$ cat src/rtl/prefetch_line_buffer_pkg.sv
// Shared types and geometry helpers for the prefetch line buffer.
package prefetch_line_buffer_pkg;

   typedef enum logic [1:0] {
      IDLE     = 2'd0,
      FILL     = 2'd1,
      PREFETCH = 2'd2
   } lb_state_t;

   localparam int WORD_W = 32;

   // Bytes held by one buffered line.
   function automatic int line_bytes(input int line_bits);
      return line_bits / 8;
   endfunction

   // Number of byte-offset bits inside one line.
   function automatic int off_w(input int line_bits);
      return $clog2(line_bits / 8);
   endfunction

endpackage

$ cat src/rtl/prefetch_line_buffer_if.sv
// Fetch-side (ufp) and I-cache-side (dfp) signals of the prefetch line buffer.
interface prefetch_line_buffer_if #(
   parameter int ADDR_W    = 32,
   parameter int LINE_BITS = 256
);
   logic                 flush;
   logic [ADDR_W-1:0]    ufp_addr;
   logic [3:0]           ufp_rmask;
   logic [31:0]          ufp_rdata;
   logic                 ufp_resp;
   logic [ADDR_W-1:0]    dfp_addr;
   logic                 dfp_read;
   logic [LINE_BITS-1:0] dfp_rdata;
   logic                 dfp_resp;

   // Environment side: fetch unit plus downstream I-cache.
   modport master (
      output flush, ufp_addr, ufp_rmask, dfp_rdata, dfp_resp,
      input  ufp_rdata, ufp_resp, dfp_addr, dfp_read
   );

   // Buffer side.
   modport slave (
      input  flush, ufp_addr, ufp_rmask, dfp_rdata, dfp_resp,
      output ufp_rdata, ufp_resp, dfp_addr, dfp_read
   );
endinterface

$ cat src/rtl/prefetch_line_buffer_tag_match.sv
// Fully-associative tag lookup: several lookup ports share one tag/valid
// array; also reports the lowest invalid entry and whether all are valid.
module lb_tag_match
   import prefetch_line_buffer_pkg::*;
#(
   parameter int NUM_LINES = 4,
   parameter int ADDR_W    = 32,
   parameter int NUM_PORTS = 3,
   parameter int IDX_W     = $clog2(NUM_LINES)
) (
   input  logic [NUM_LINES-1:0]             i_valid,
   input  logic [NUM_LINES-1:0][ADDR_W-1:0] i_tags,
   input  logic [NUM_PORTS-1:0][ADDR_W-1:0] i_addr,
   output logic [NUM_PORTS-1:0]             o_hit,
   output logic [NUM_PORTS-1:0][IDX_W-1:0]  o_hit_idx,
   output logic [IDX_W-1:0]                 o_inv_idx,
   output logic                             o_all_valid
);

   logic [NUM_PORTS-1:0][NUM_LINES-1:0] w_match;

   genvar gp, gl;
   generate
      for (gp = 0; gp < NUM_PORTS; gp++) begin : g_port
         for (gl = 0; gl < NUM_LINES; gl++) begin : g_line
            assign w_match[gp][gl] = i_valid[gl] && (i_tags[gl] == i_addr[gp]);
         end
      end
   endgenerate

   // Per-port hit encode; scanning downwards lets the lowest index win.
   always_comb begin
      o_hit     = '0;
      o_hit_idx = '0;
      for (int p = 0; p < NUM_PORTS; p++) begin
         for (int i = NUM_LINES - 1; i >= 0; i--) begin
            if (w_match[p][i]) begin
               o_hit[p]     = 1'b1;
               o_hit_idx[p] = IDX_W'(i);
            end
         end
      end
   end

   // Lowest-index invalid entry, used as the preferred victim.
   always_comb begin
      o_inv_idx   = '0;
      o_all_valid = &i_valid;
      for (int i = NUM_LINES - 1; i >= 0; i--) begin
         if (!i_valid[i]) o_inv_idx = IDX_W'(i);
      end
   end

endmodule

$ cat src/rtl/prefetch_line_buffer.sv
// Multi-line fully-associative read-only buffer between fetch and I-cache.
// Zero-wait hits, demand line fill with same-cycle bypass, optional
// next-line prefetch, flush that drains an in-flight fill.
module prefetch_line_buffer
   import prefetch_line_buffer_pkg::*;
#(
   parameter int NUM_LINES   = 4,
   parameter int LINE_BITS   = 256,
   parameter int ADDR_W      = 32,
   parameter int PREFETCH_EN = 1
) (
   input logic                   clk,
   input logic                   rst,
   prefetch_line_buffer_if.slave bus
);

   localparam int OFF_W      = off_w(LINE_BITS);
   localparam int LINE_BYTES = line_bytes(LINE_BITS);
   localparam int WORDS      = LINE_BITS / WORD_W;
   localparam int WSEL_W     = OFF_W - 2;
   localparam int IDX_W      = $clog2(NUM_LINES);
   localparam logic [ADDR_W-1:0] OFF_MASK = ADDR_W'(LINE_BYTES - 1);

   // Lookup port assignment in the shared tag matcher.
   localparam int P_UFP  = 0;  // demand address
   localparam int P_FILL = 1;  // line currently being fetched
   localparam int P_NEXT = 2;  // next-line prefetch candidate

   lb_state_t                        r_state;
   logic [ADDR_W-1:0]                r_req_addr;
   logic [ADDR_W-1:0]                r_pf_addr;
   logic [NUM_LINES-1:0]             r_valid;
   logic [NUM_LINES-1:0][ADDR_W-1:0] r_tag;
   logic [LINE_BITS-1:0]             r_data [NUM_LINES];
   logic [IDX_W-1:0]                 r_rr;
   logic                             r_drop;
   logic                             r_dfp_read;
   logic [ADDR_W-1:0]                r_dfp_addr;

   logic                             w_req;
   logic [ADDR_W-1:0]                w_aligned;
   logic [WSEL_W-1:0]                w_word;
   logic [ADDR_W-1:0]                w_fill_addr;
   logic [ADDR_W-1:0]                w_next;
   logic [2:0][ADDR_W-1:0]           w_lk_addr;
   logic [2:0]                       w_lk_hit;
   logic [2:0][IDX_W-1:0]            w_lk_idx;
   logic [IDX_W-1:0]                 w_inv_idx;
   logic                             w_all_valid;
   logic [IDX_W-1:0]                 w_inst_idx;
   logic                             w_nl_resident;
   logic                             w_resp_ok;
   logic                             w_hit;
   logic                             w_bypass;
   logic                             w_resp;
   logic [LINE_BITS-1:0]             w_src_line;
   logic [WORD_W-1:0]                w_word_data;

   assign w_req       = |bus.ufp_rmask;
   assign w_aligned   = bus.ufp_addr & ~OFF_MASK;
   assign w_word      = bus.ufp_addr[OFF_W-1:2];
   assign w_fill_addr = (r_state == PREFETCH) ? r_pf_addr : r_req_addr;
   // Natural ADDR_W-bit overflow gives the wrap from the last line to line 0.
   assign w_next      = r_req_addr + ADDR_W'(LINE_BYTES);

   assign w_lk_addr[P_UFP]  = w_aligned;
   assign w_lk_addr[P_FILL] = w_fill_addr;
   assign w_lk_addr[P_NEXT] = w_next;

   lb_tag_match #(
      .NUM_LINES (NUM_LINES),
      .ADDR_W    (ADDR_W),
      .NUM_PORTS (3),
      .IDX_W     (IDX_W)
   ) u_tag_match (
      .i_valid     (r_valid),
      .i_tags      (r_tag),
      .i_addr      (w_lk_addr),
      .o_hit       (w_lk_hit),
      .o_hit_idx   (w_lk_idx),
      .o_inv_idx   (w_inv_idx),
      .o_all_valid (w_all_valid)
   );

   // A returning line lands on its own entry if somehow already resident
   // (never duplicate a tag), else on the first free entry, else round-robin.
   assign w_inst_idx = w_lk_hit[P_FILL] ? w_lk_idx[P_FILL] :
                       (w_all_valid ? r_rr : w_inv_idx);

   // The next line only counts as resident if this fill is not about to evict it.
   assign w_nl_resident = w_lk_hit[P_NEXT] && (w_lk_idx[P_NEXT] != w_inst_idx);

   // A downstream return is kept only when it was not cancelled by a flush.
   assign w_resp_ok = (r_state != IDLE) && bus.dfp_resp && !r_drop && !bus.flush;

   assign w_hit    = w_req && w_lk_hit[P_UFP] && !bus.flush;
   assign w_bypass = w_resp_ok && w_req && (w_aligned == w_fill_addr);
   assign w_resp   = w_hit || w_bypass;

   assign w_src_line = w_hit ? r_data[w_lk_idx[P_UFP]] : bus.dfp_rdata;

   // Word select within the hit or bypassed line.
   always_comb begin
      w_word_data = '0;
      for (int i = 0; i < WORDS; i++) begin
         if (w_word == WSEL_W'(i)) w_word_data = w_src_line[i*WORD_W +: WORD_W];
      end
   end

   assign bus.ufp_resp  = w_resp;
   assign bus.ufp_rdata = w_resp ? w_word_data : '0;
   assign bus.dfp_read  = r_dfp_read;
   assign bus.dfp_addr  = r_dfp_addr;

   // Line storage: write the returned line and its tag into the chosen entry.
   always_ff @(posedge clk) begin
      if (w_resp_ok) begin
         r_data[w_inst_idx] <= bus.dfp_rdata;
         r_tag[w_inst_idx]  <= w_fill_addr;
      end
   end

   // Control FSM: miss detection, fill/prefetch sequencing, flush drain, RR victim pointer.
   always_ff @(posedge clk) begin
      if (rst) begin
         r_state    <= IDLE;
         r_valid    <= '0;
         r_rr       <= '0;
         r_drop     <= 1'b0;
         r_dfp_read <= 1'b0;
         r_dfp_addr <= '0;
         r_req_addr <= '0;
         r_pf_addr  <= '0;
      end else begin
         if (bus.flush) r_valid <= '0;
         case (r_state)
            IDLE: begin
               if (w_req && !w_lk_hit[P_UFP] && !bus.flush) begin
                  r_req_addr <= w_aligned;
                  r_dfp_addr <= w_aligned;
                  r_dfp_read <= 1'b1;
                  r_state    <= FILL;
               end
            end
            FILL, PREFETCH: begin
               // Downstream cannot cancel, so a flush only marks the line for discard.
               if (bus.flush && !bus.dfp_resp) r_drop <= 1'b1;
               if (bus.dfp_resp) begin
                  r_drop <= 1'b0;
                  if (w_resp_ok) begin
                     r_valid[w_inst_idx] <= 1'b1;
                     if (!w_lk_hit[P_FILL] && w_all_valid) r_rr <= r_rr + 1'b1;
                  end
                  if (w_resp_ok && (r_state == FILL) && (PREFETCH_EN != 0) && !w_nl_resident) begin
                     r_pf_addr  <= w_next;
                     r_dfp_addr <= w_next;
                     r_state    <= PREFETCH;
                  end else begin
                     r_dfp_read <= 1'b0;
                     r_dfp_addr <= '0;
                     r_state    <= IDLE;
                  end
               end
            end
            default: r_state <= IDLE;
         endcase
      end
   end

endmodule

$ cat src/flat_wrapper.sv
// flat-port wrapper written by rule: the top's interface ports become plain ports
module prefetch_line_buffer_flat import prefetch_line_buffer_pkg::*;
#(
   parameter int NUM_LINES   = 4,
   parameter int LINE_BITS   = 256,
   parameter int ADDR_W      = 32,
   parameter int PREFETCH_EN = 1
)
  (clk, rst, bus_flush, bus_ufp_addr, bus_ufp_rmask, bus_dfp_rdata, bus_dfp_resp, bus_ufp_rdata, bus_ufp_resp, bus_dfp_addr, bus_dfp_read);
  prefetch_line_buffer_if #(.ADDR_W(ADDR_W), .LINE_BITS(LINE_BITS)) bus_i ();
  input logic clk;
  input logic rst;
  input wire logic [$bits(bus_i.flush)-1:0] bus_flush;
  input wire logic [$bits(bus_i.ufp_addr)-1:0] bus_ufp_addr;
  input wire logic [$bits(bus_i.ufp_rmask)-1:0] bus_ufp_rmask;
  input wire logic [$bits(bus_i.dfp_rdata)-1:0] bus_dfp_rdata;
  input wire logic [$bits(bus_i.dfp_resp)-1:0] bus_dfp_resp;
  output wire logic [$bits(bus_i.ufp_rdata)-1:0] bus_ufp_rdata;
  output wire logic [$bits(bus_i.ufp_resp)-1:0] bus_ufp_resp;
  output wire logic [$bits(bus_i.dfp_addr)-1:0] bus_dfp_addr;
  output wire logic [$bits(bus_i.dfp_read)-1:0] bus_dfp_read;
  assign bus_i.flush = bus_flush;
  assign bus_i.ufp_addr = bus_ufp_addr;
  assign bus_i.ufp_rmask = bus_ufp_rmask;
  assign bus_i.dfp_rdata = bus_dfp_rdata;
  assign bus_i.dfp_resp = bus_dfp_resp;
  assign bus_ufp_rdata = bus_i.ufp_rdata;
  assign bus_ufp_resp = bus_i.ufp_resp;
  assign bus_dfp_addr = bus_i.dfp_addr;
  assign bus_dfp_read = bus_i.dfp_read;
  prefetch_line_buffer #(.NUM_LINES(NUM_LINES), .LINE_BITS(LINE_BITS), .ADDR_W(ADDR_W), .PREFETCH_EN(PREFETCH_EN)) u_core (.clk(clk), .rst(rst), .bus(bus_i));
endmodule
$ cat config.mk
export PLATFORM = sky130hd
export DESIGN_NAME = prefetch_line_buffer_flat
export DESIGN_NICKNAME = d
export VERILOG_FILES = /design/src/rtl/prefetch_line_buffer_pkg.sv /design/src/rtl/prefetch_line_buffer_if.sv /design/src/rtl/prefetch_line_buffer_tag_match.sv /design/src/rtl/prefetch_line_buffer.sv /design/src/flat_wrapper.sv
export SDC_FILE = /design/constraint.sdc
export NUM_CORES = 2
export LEC_CHECK = 0
export BUFFER_PORTS_ARGS = -buffer_cell sky130_fd_sc_hd__buf_2
export CORE_MARGIN = 4
export CORE_UTILIZATION = 35
export CTS_CLUSTER_SIZE = 30
export DETAILED_ROUTE_END_ITERATION = 16
export PLACE_DENSITY = 0.54
export SYNTH_ARGS = -nofsm -noshare
export SYNTH_HDL_FRONTEND = slang
export SYNTH_HIERARCHICAL = 1
export SYNTH_SLANG_ARGS = --single-unit
$ cat constraint.sdc
create_clock -name clk -period 53.2 [get_ports clk]
set_input_delay 2.66 -clock clk [delete_from_list [all_inputs] [get_ports clk]]
set_output_delay 2.66 -clock clk [all_outputs]
set_load 0.005 [all_outputs]
# After elaboration in Yosys (flattened, before gate mapping)
# Memory sizes are Yosys's and may differ from the RTL's.
# Cells that the tools add are included.
[totals]
input_bits = 296
output_inout_bits = 66
ramBits = 1024
mem_count = 1
ff_bits = 229
[op_classes]
order_cmp = 2
n_eq_ne = 26
bitwise = 1
mux = 67
add_sub_neg = 2
reduce_logical = 49
[memory_table]
columns = ["name", "depth", "word_bits", "read_ports", "rd_clocked_by_memory_dff", "write_ports", "line_no", "source"]
rows = [
  ["u_core.r_data", 4, 256, 1, 0, 1, "prefetch_line_buffer.sv:34", "logic [LINE_BITS-1:0] r_data [NUM_LINES];"],
]
[ops]
columns = ["cell", "n"]
rows = [
  ["32-bit two-way mux", 14],
  ["32-bit == test", 13],
  ["256-bit two-way mux", 1],
  ["128-bit bitwise mux", 1],
  ["32-bit demux with 2-bit select", 1],
  ["32-bit case mux with 2 select lines", 1],
  ["2-bit two-way mux", 21],
  ["32-bit by 6-bit adder with 32-bit output (second input constant)", 1],
  ["1-bit logical AND", 27],
  ["1-bit two-way mux", 20],
  ["4-bit two-way mux", 5],
  ["3-bit == test (second input constant)", 4],
  ["4-bit AND reduction", 3],
  ["3-bit by 2-bit == test with 1-bit output (second input constant)", 2],
  ["1-bit logical NOT", 6],
  ["2-bit AND reduction", 3],
  ["3-bit AND reduction", 2],
  ["2-bit nonzero test", 3],
  ["2-bit != test (second input constant)", 2],
  ["4-bit bitwise OR", 1],
  ["2-bit case mux with 2 select lines", 1],
  ["4-bit OR reduction", 1],
  ["3-bit by 1-bit == test with 1-bit output (second input constant)", 1],
  ["3-bit logical NOT", 1],
  ["other kinds (12)", 12],
]

# Logic depth before layout (Yosys ltp)
[logic_depth]
depth_word = 18
ltp_mapped = 22

# By module
# Netlist, hierarchy kept.
[by_module_without_submodules]
columns = ["mod", "area_each_um2", "n_inst", "cells_per_inst", "seq_area_each_um2"]
rows = [
  ["prefetch_line_buffer", 49311.0, 1, 2880, 35814.3],
  ["lb_tag_match", 4628.2, 1, 608, 0.0],
]

# Least setup slack after synthesis
# Ideal clock, no wire load.
[synth_timing]
kind = "input to register"
from = "in bus_flush"
to = "reg u_core.r_valid[1]"
n_path_buf = 0
stages = 6
required_ps = 53095
arrival_time_ps = 17157
setup_slack_ps = 35937
path_cell_list = "nor3_1 > nand2_1 > or2_2 > nor2b_1 > a32oi_1 > nor2_1"
[synth_via]
elab_chain_len = 6
elab_cells_between_ends = 8
classes_between = "mux (5); bitwise (1); reduce/logical (2)"
[synth_rtl]
columns = ["item", "line_no", "source"]
rows = [
  ["from (decl)", "flat_wrapper.sv:13", "input wire logic [$bits(bus_i.flush)-1:0] bus_flush;"],
  ["4-bit two-way mux", "prefetch_line_buffer.sv:135", "if (bus.flush) r_valid <= '0;"],
  ["4-bit two-way mux", "prefetch_line_buffer.sv:125", "if (rst) begin"],
  ["4-bit bitwise OR (no line)", "-", ""],
  ["4-bit two-way mux", "prefetch_line_buffer.sv:150", "if (w_resp_ok) begin"],
  ["4-bit two-way mux", "prefetch_line_buffer.sv:148", "if (bus.dfp_resp) begin"],
  ["4-bit two-way mux *", "prefetch_line_buffer.sv:136", "case (r_state)"],
  ["to (signal assigned)", "prefetch_line_buffer.sv:127", "r_valid <= '0;"],
  ["to (signal assigned)", "prefetch_line_buffer.sv:135", ""],
  ["to (signal, indexed assignment)", "prefetch_line_buffer.sv:151", "r_valid[w_inst_idx] <= 1'b1;"],
  ["to (decl)", "prefetch_line_buffer.sv:32", "logic [NUM_LINES-1:0] r_valid;"],
]
# Every way passes the cells marked *; elsewhere a longest branch is shown, timed or not. The select of a mux whose other input is x is not followed.
# A chain may end at the register's enable or synchronous reset.

# Final worst setup path
[layout_timing]
from = "in bus_ufp_addr[7]"
to = "out bus_ufp_rdata[13]"
[layout_via]
elab_chain_len = 18
elab_cells_between_ends = 32
classes_between = "eq/ne (5); mux (18); reduce/logical (8); memory (1)"
[layout_rtl]
columns = ["item", "line_no", "source"]
rows = [
  ["from (decl)", "flat_wrapper.sv:14", "input wire logic [$bits(bus_i.ufp_addr)-1:0] bus_ufp_addr;"],
  ["32-bit == test", "prefetch_line_buffer_tag_match.sv:26", "assign w_match[gp][gl] = i_valid[gl] && (i_tags[gl] == i_addr[gp]);"],
  ["1-bit logical AND", "prefetch_line_buffer_tag_match.sv:26", ""],
  ["1-bit two-way mux (3 in series)", "prefetch_line_buffer_tag_match.sv:37", "if (w_match[p][i]) begin"],
  ["1-bit two-way mux *", "prefetch_line_buffer_tag_match.sv:37", ""],
  ["named net u_core.w_lk_hit[0]", "prefetch_line_buffer.sv:46", "logic [2:0] w_lk_hit;"],
  ["1-bit logical AND * (2 in series)", "prefetch_line_buffer.sv:96", "assign w_hit = w_req && w_lk_hit[P_UFP] && !bus.flush;"],
  ["256-bit two-way mux", "prefetch_line_buffer.sv:100", "assign w_src_line = w_hit ? r_data[w_lk_idx[P_UFP]] : bus.dfp_rdata;"],
  ["32-bit two-way mux (8 in series)", "prefetch_line_buffer.sv:106", "if (w_word == WSEL_W'(i)) w_word_data = w_src_line[i*WORD_W +: WORD_W];"],
  ["32-bit two-way mux *", "prefetch_line_buffer.sv:111", "assign bus.ufp_rdata = w_resp ? w_word_data : '0;"],
  ["to (decl)", "flat_wrapper.sv:18", "output wire logic [$bits(bus_i.ufp_rdata)-1:0] bus_ufp_rdata;"],
]
# The timed path passes the listed nets; every way through them passes the cells marked *.

==> flow_summary.json <==
{
  "place_inst": 5797,
  "p_leak_nw": 19.8,
  "rsz0062_at_grt": "false",
  "syn_inst": 3488,
  "arrival_ps": 10210,
  "port_buffers": 354,
  "yosysTopAreaCellShare_pct": 63.0,
  "drcViolationCount": 0,
  "overflow": 0,
  "slew_headroom_pct": 16.0,
  "path_common_cell": "buf_4",
  "start_util_pct": 35.3,
  "synth_top_family_by_area": "multiplexers",
  "worst_pin_slew_ps": 1250,
  "crit_end": "bus_ufp_rdata[13]",
  "dr.pass1.iters": 5,
  "setup_viol": 0,
  "fp.dieArea_um2": 160000,
  "finalWeightedCongestion": 0.926,
  "pwr-share-comb_pct": 6.1,
  "rrSetupSlack_ps": 45840,
  "crit_path_cell_trace": "buf_2 -> xnor2_1 -> nand4_1 -> nor4_1 -> nand3_1 -> nand4_1 -> nor2b_1 -> and2_4 -> buf_4 -> buf_4 -> buf_4 -> mux2i_1 -> o221ai_1 -> nor3_1 -> nor3_2 -> buf_2",
  "critPathKind": "input port to output pin",
  "nets": 4210,
  "worstSetupEndpointType": "output pin",
  "crit_path_start_kind": "input port",
  "clk_pin_slew_ps": 60,
  "htree_levels": 4,
  "fin_util_pct": 41.1,
  "synth_ff_type": "edfxtp_1",
  "grtUsageTotal_pct": 20.4,
  "cts_tree": "yes",
  "cts.sinks": 1223,
  "rr_endpoint": "u_core/r_data[0][123]$_DFFE_PP_",
  "placed_area_um2": 58200,
  "crit_fanout": 56,
  "r2r_cells": 15,
  "fin_area_um2": 62800,
  "status": "completed",
  "synthArstFlopShare_pct": 0,
  "num_rows": 143,
  "drive_gt1_share_pct": 23.8,
  "synth_xor_area_share_pct": 7.06,
  "cts-root-buf": "clkbuf_16",
  "ys.warnings.count": 6,
  "synth_cell_type_count": 61,
  "drv_slew": 0,
  "area_growth_pct": 16.4,
  "ys_ff_latch": 1223,
  "fin_cells": 6088,
  "clock_latency_ps": 790,
  "grt_pass1_wl_mm": 240,
  "skew_ps": 80.4,
  "critPathRequiredTime_ps": 50540,
  "synth_area_leaders": "edfxtp_1 (63%), mux4_2 (11%), xnor2_1 (5.0%), dfxtp_1 (3.4%), nand2_1 (2.7%)",
  "crit_slowest_cell": "nor4_1",
  "powerDensity_nw_per_um2": 33.9,
  "routed_via_density": 5.35,
  "r2r-start": "u_core/r_state[0]$_SDFFE_PP0P_",
  "vias": 32570,
  "fmax_mhz": 77.7,
  "ioPinCount": 362,
  "die_w_um": 401,
  "fp.dieH_um": 401,
  "dp_slack_ps": 40480,
  "fin_ws_ps": 40330,
  "startpoint": "bus_ufp_addr[7]",
  "p_switching_w": 0.000494,
  "grt_pass1_vias": 32173,
  "synth_compound_area_share_pct": 5.25,
  "synth_adder_area_share_pct": 0.116,
  "wl_mm": 168,
  "period_needed_ps": 12870,
  "drt_iter0_markers": 3062,
  "switching_share_pct": 23.2,
  "antenna_found_initial": 104,
  "post_drt_wl_per_cell_um": 27.6,
  "cts.path.max_buffers": 3,
  "p_int_w": 0.00164,
  "numCtsBuffers": 140,
  "maxCapViolations": 0,
  "seqPwrFrac_pct": 50.1,
  "finalCritPeriodShare_pct": 24.2,
  "dp_hpwl_mm": 109,
  "ctsResizeCount": 0,
  "core-area_um2": 153000,
  "hold_path.class": "flop to flop",
  "antenna_left": 0,
  "syn-cell-area_um2": 53900,
  "avgSynthCellArea_um2": 15.5,
  "grt_max_degree": 142,
  "power.share.clock_pct": 43.9,
  "synth_mux_area_share_pct": 12.0,
  "yosys.area_share.simple_pct": 6.99,
  "synth_area_leader_cell": "edfxtp_1",
  "finalHoldViolations": 0,
  "fin_setup_tns_ps": 0,
  "synth-edff-count": 1132,
  "critPathMaxStageDelay_ps": 930,
  "peakVddDrop_uv": 27.4,
  "ctsHoldBuffers": 0,
  "ys_seq_area_share_pct": 66.4,
  "cts_setup_buffers": 0
}
worst min path at each step:
stage | from | cells after the start | end
finish | u_core/r_pf_addr[28]$_SDFFE_PP0P_ | 2 | u_core/r_pf_addr[28]$_SDFFE_PP0P_
floorplan | u_core/r_pf_addr[16]$_SDFFE_PP0P_ | 2 | u_core/r_pf_addr[16]$_SDFFE_PP0P_
detailed placement | u_core/r_pf_addr[28]$_SDFFE_PP0P_ | 2 | u_core/r_pf_addr[28]$_SDFFE_PP0P_
global route | u_core/r_pf_addr[12]$_SDFFE_PP0P_ | 2 | u_core/r_pf_addr[12]$_SDFFE_PP0P_
CTS | u_core/r_pf_addr[28]$_SDFFE_PP0P_ | 2 | u_core/r_pf_addr[28]$_SDFFE_PP0P_
global placement | u_core/r_pf_addr[8]$_SDFFE_PP0P_ | 2 | u_core/r_pf_addr[8]$_SDFFE_PP0P_
layout make-up:
class                           count  area (um2)
Antenna cell                       39        97.6
Clock buffer                      183        3690
Clock inverter                     69         757
Fill cell                       14035       89800
Inverter                           13        48.8
Multi-Input combinational cell   2095       17400
Sequential cell                  1223       35800
Tap cell                         2030        2540
Timing Repair Buffer              436        2440
worst max-delay path: cells and delay by family:
kind | cells | cell delay [ps]
AND/OR/NAND/NOR | 8 | 4070
XOR/XNOR | 1 | 550
AO/OA/AOI/OAI | 1 | 230
buffers and inverters | 5 | 1850
multiplexers | 1 | 760
per-stage QoR:
stage | hold slack, ps | total power (W)
global placement | 441 | 0.00121
floorplan | 433 | 0.00116
global route | 468 | 0.00221
CTS | 457 | 0.00215
finish | 456 | 0.00213
detailed placement | 448 | 0.00121
kinds of logic (layout without fill, tap and decap cells):
family          after synthesis  after routing
compound gates              465            465
simple gates                776            776
mux                         316            316
xor+xnor                    435            435
other cells                   1            137
fa+ha+maj                     5              5
buf+inv                     267            701
flops                      1223           1223
layout by cell type, fill, tap and decap left out, drive strengths merged, types with 3 or more instances in the layout:
master and count:
o2111ai 3, nand3 110, o21ai 34, nand3b 4
conb 98, o221ai 31, clkbuf 183, mux2 25
bufinv 7, ha 5, nand2b 6, a21boi 4
nor2b 6, edfxtp 1132, diode 39, and3 12
a311oi 15, xor2 124, and4 3, a21oi 258
nor2 32, mux4 256, nor4 42, and2 4
a22o 31, buf 436, inv 23, clkinv 52
nand4 77, dfxtp 91, a22oi 32, mux2i 35
or2 3, nand2 383, a31oi 42, nor3b 3
nor3 85, xnor2 311
cells in the mapped netlist, types with 13 or more instances:
cell,instances
mux4_2,256
dfxtp_1,91
nand3_1,110
mux2i_1,35
a311oi_1,15
nor3_2,29
clkbuf_1,165
buf_2,51
xnor2_1,311
mux2_4,13
xor2_1,124
o21ai_0,34
nand4_1,77
buf_1,18
a22o_1,31
nor3_1,56
nor4_1,38
a21oi_1,258
a31oi_1,42
nand2_1,383
edfxtp_1,1132
nor2_1,32
o221ai_1,31
a22oi_1,32
sequential cells by signal (all words and copies together), names as in the netlist:
register	count
u_core/r_data	1024
u_core/r_tag	108
u_core/bus.dfp_addr	27
u_core/r_pf_addr	27
u_core/r_req_addr	27
u_core/r_valid	4
u_core/r_rr	2
u_core/r_state	2
u_core/bus.dfp_read	1
u_core/r_drop	1
power groups by stage:
stage          Combinational (W)  Sequential [W]  Clock, W
2_1_floorplan          0.0000665         0.00109         0
3_3_place_gp            0.000127         0.00109         0
3_5_place_dp            0.000128         0.00109         0
5_1_grt                 0.000139         0.00107   0.00100
4_1_cts                 0.000128         0.00107  0.000958
6_report                0.000130         0.00107  0.000935
routing by layer:
metal | wire (um) | vias to the layer above | global-route usage [%] | part of all wire [%]
met3 | 14000 | 272 | 5.74 | 8.3
met5 | 289 | - | 0 | 0.17
met4 | 3450 | 42 | 5.37 | 2.1
li1 | - | 14326 | - | -
met1 | 73200 | 16715 | 28.6 | 44
met2 | 76900 | 1215 | 31.4 | 46
Power figures use the tool's default switching activity.
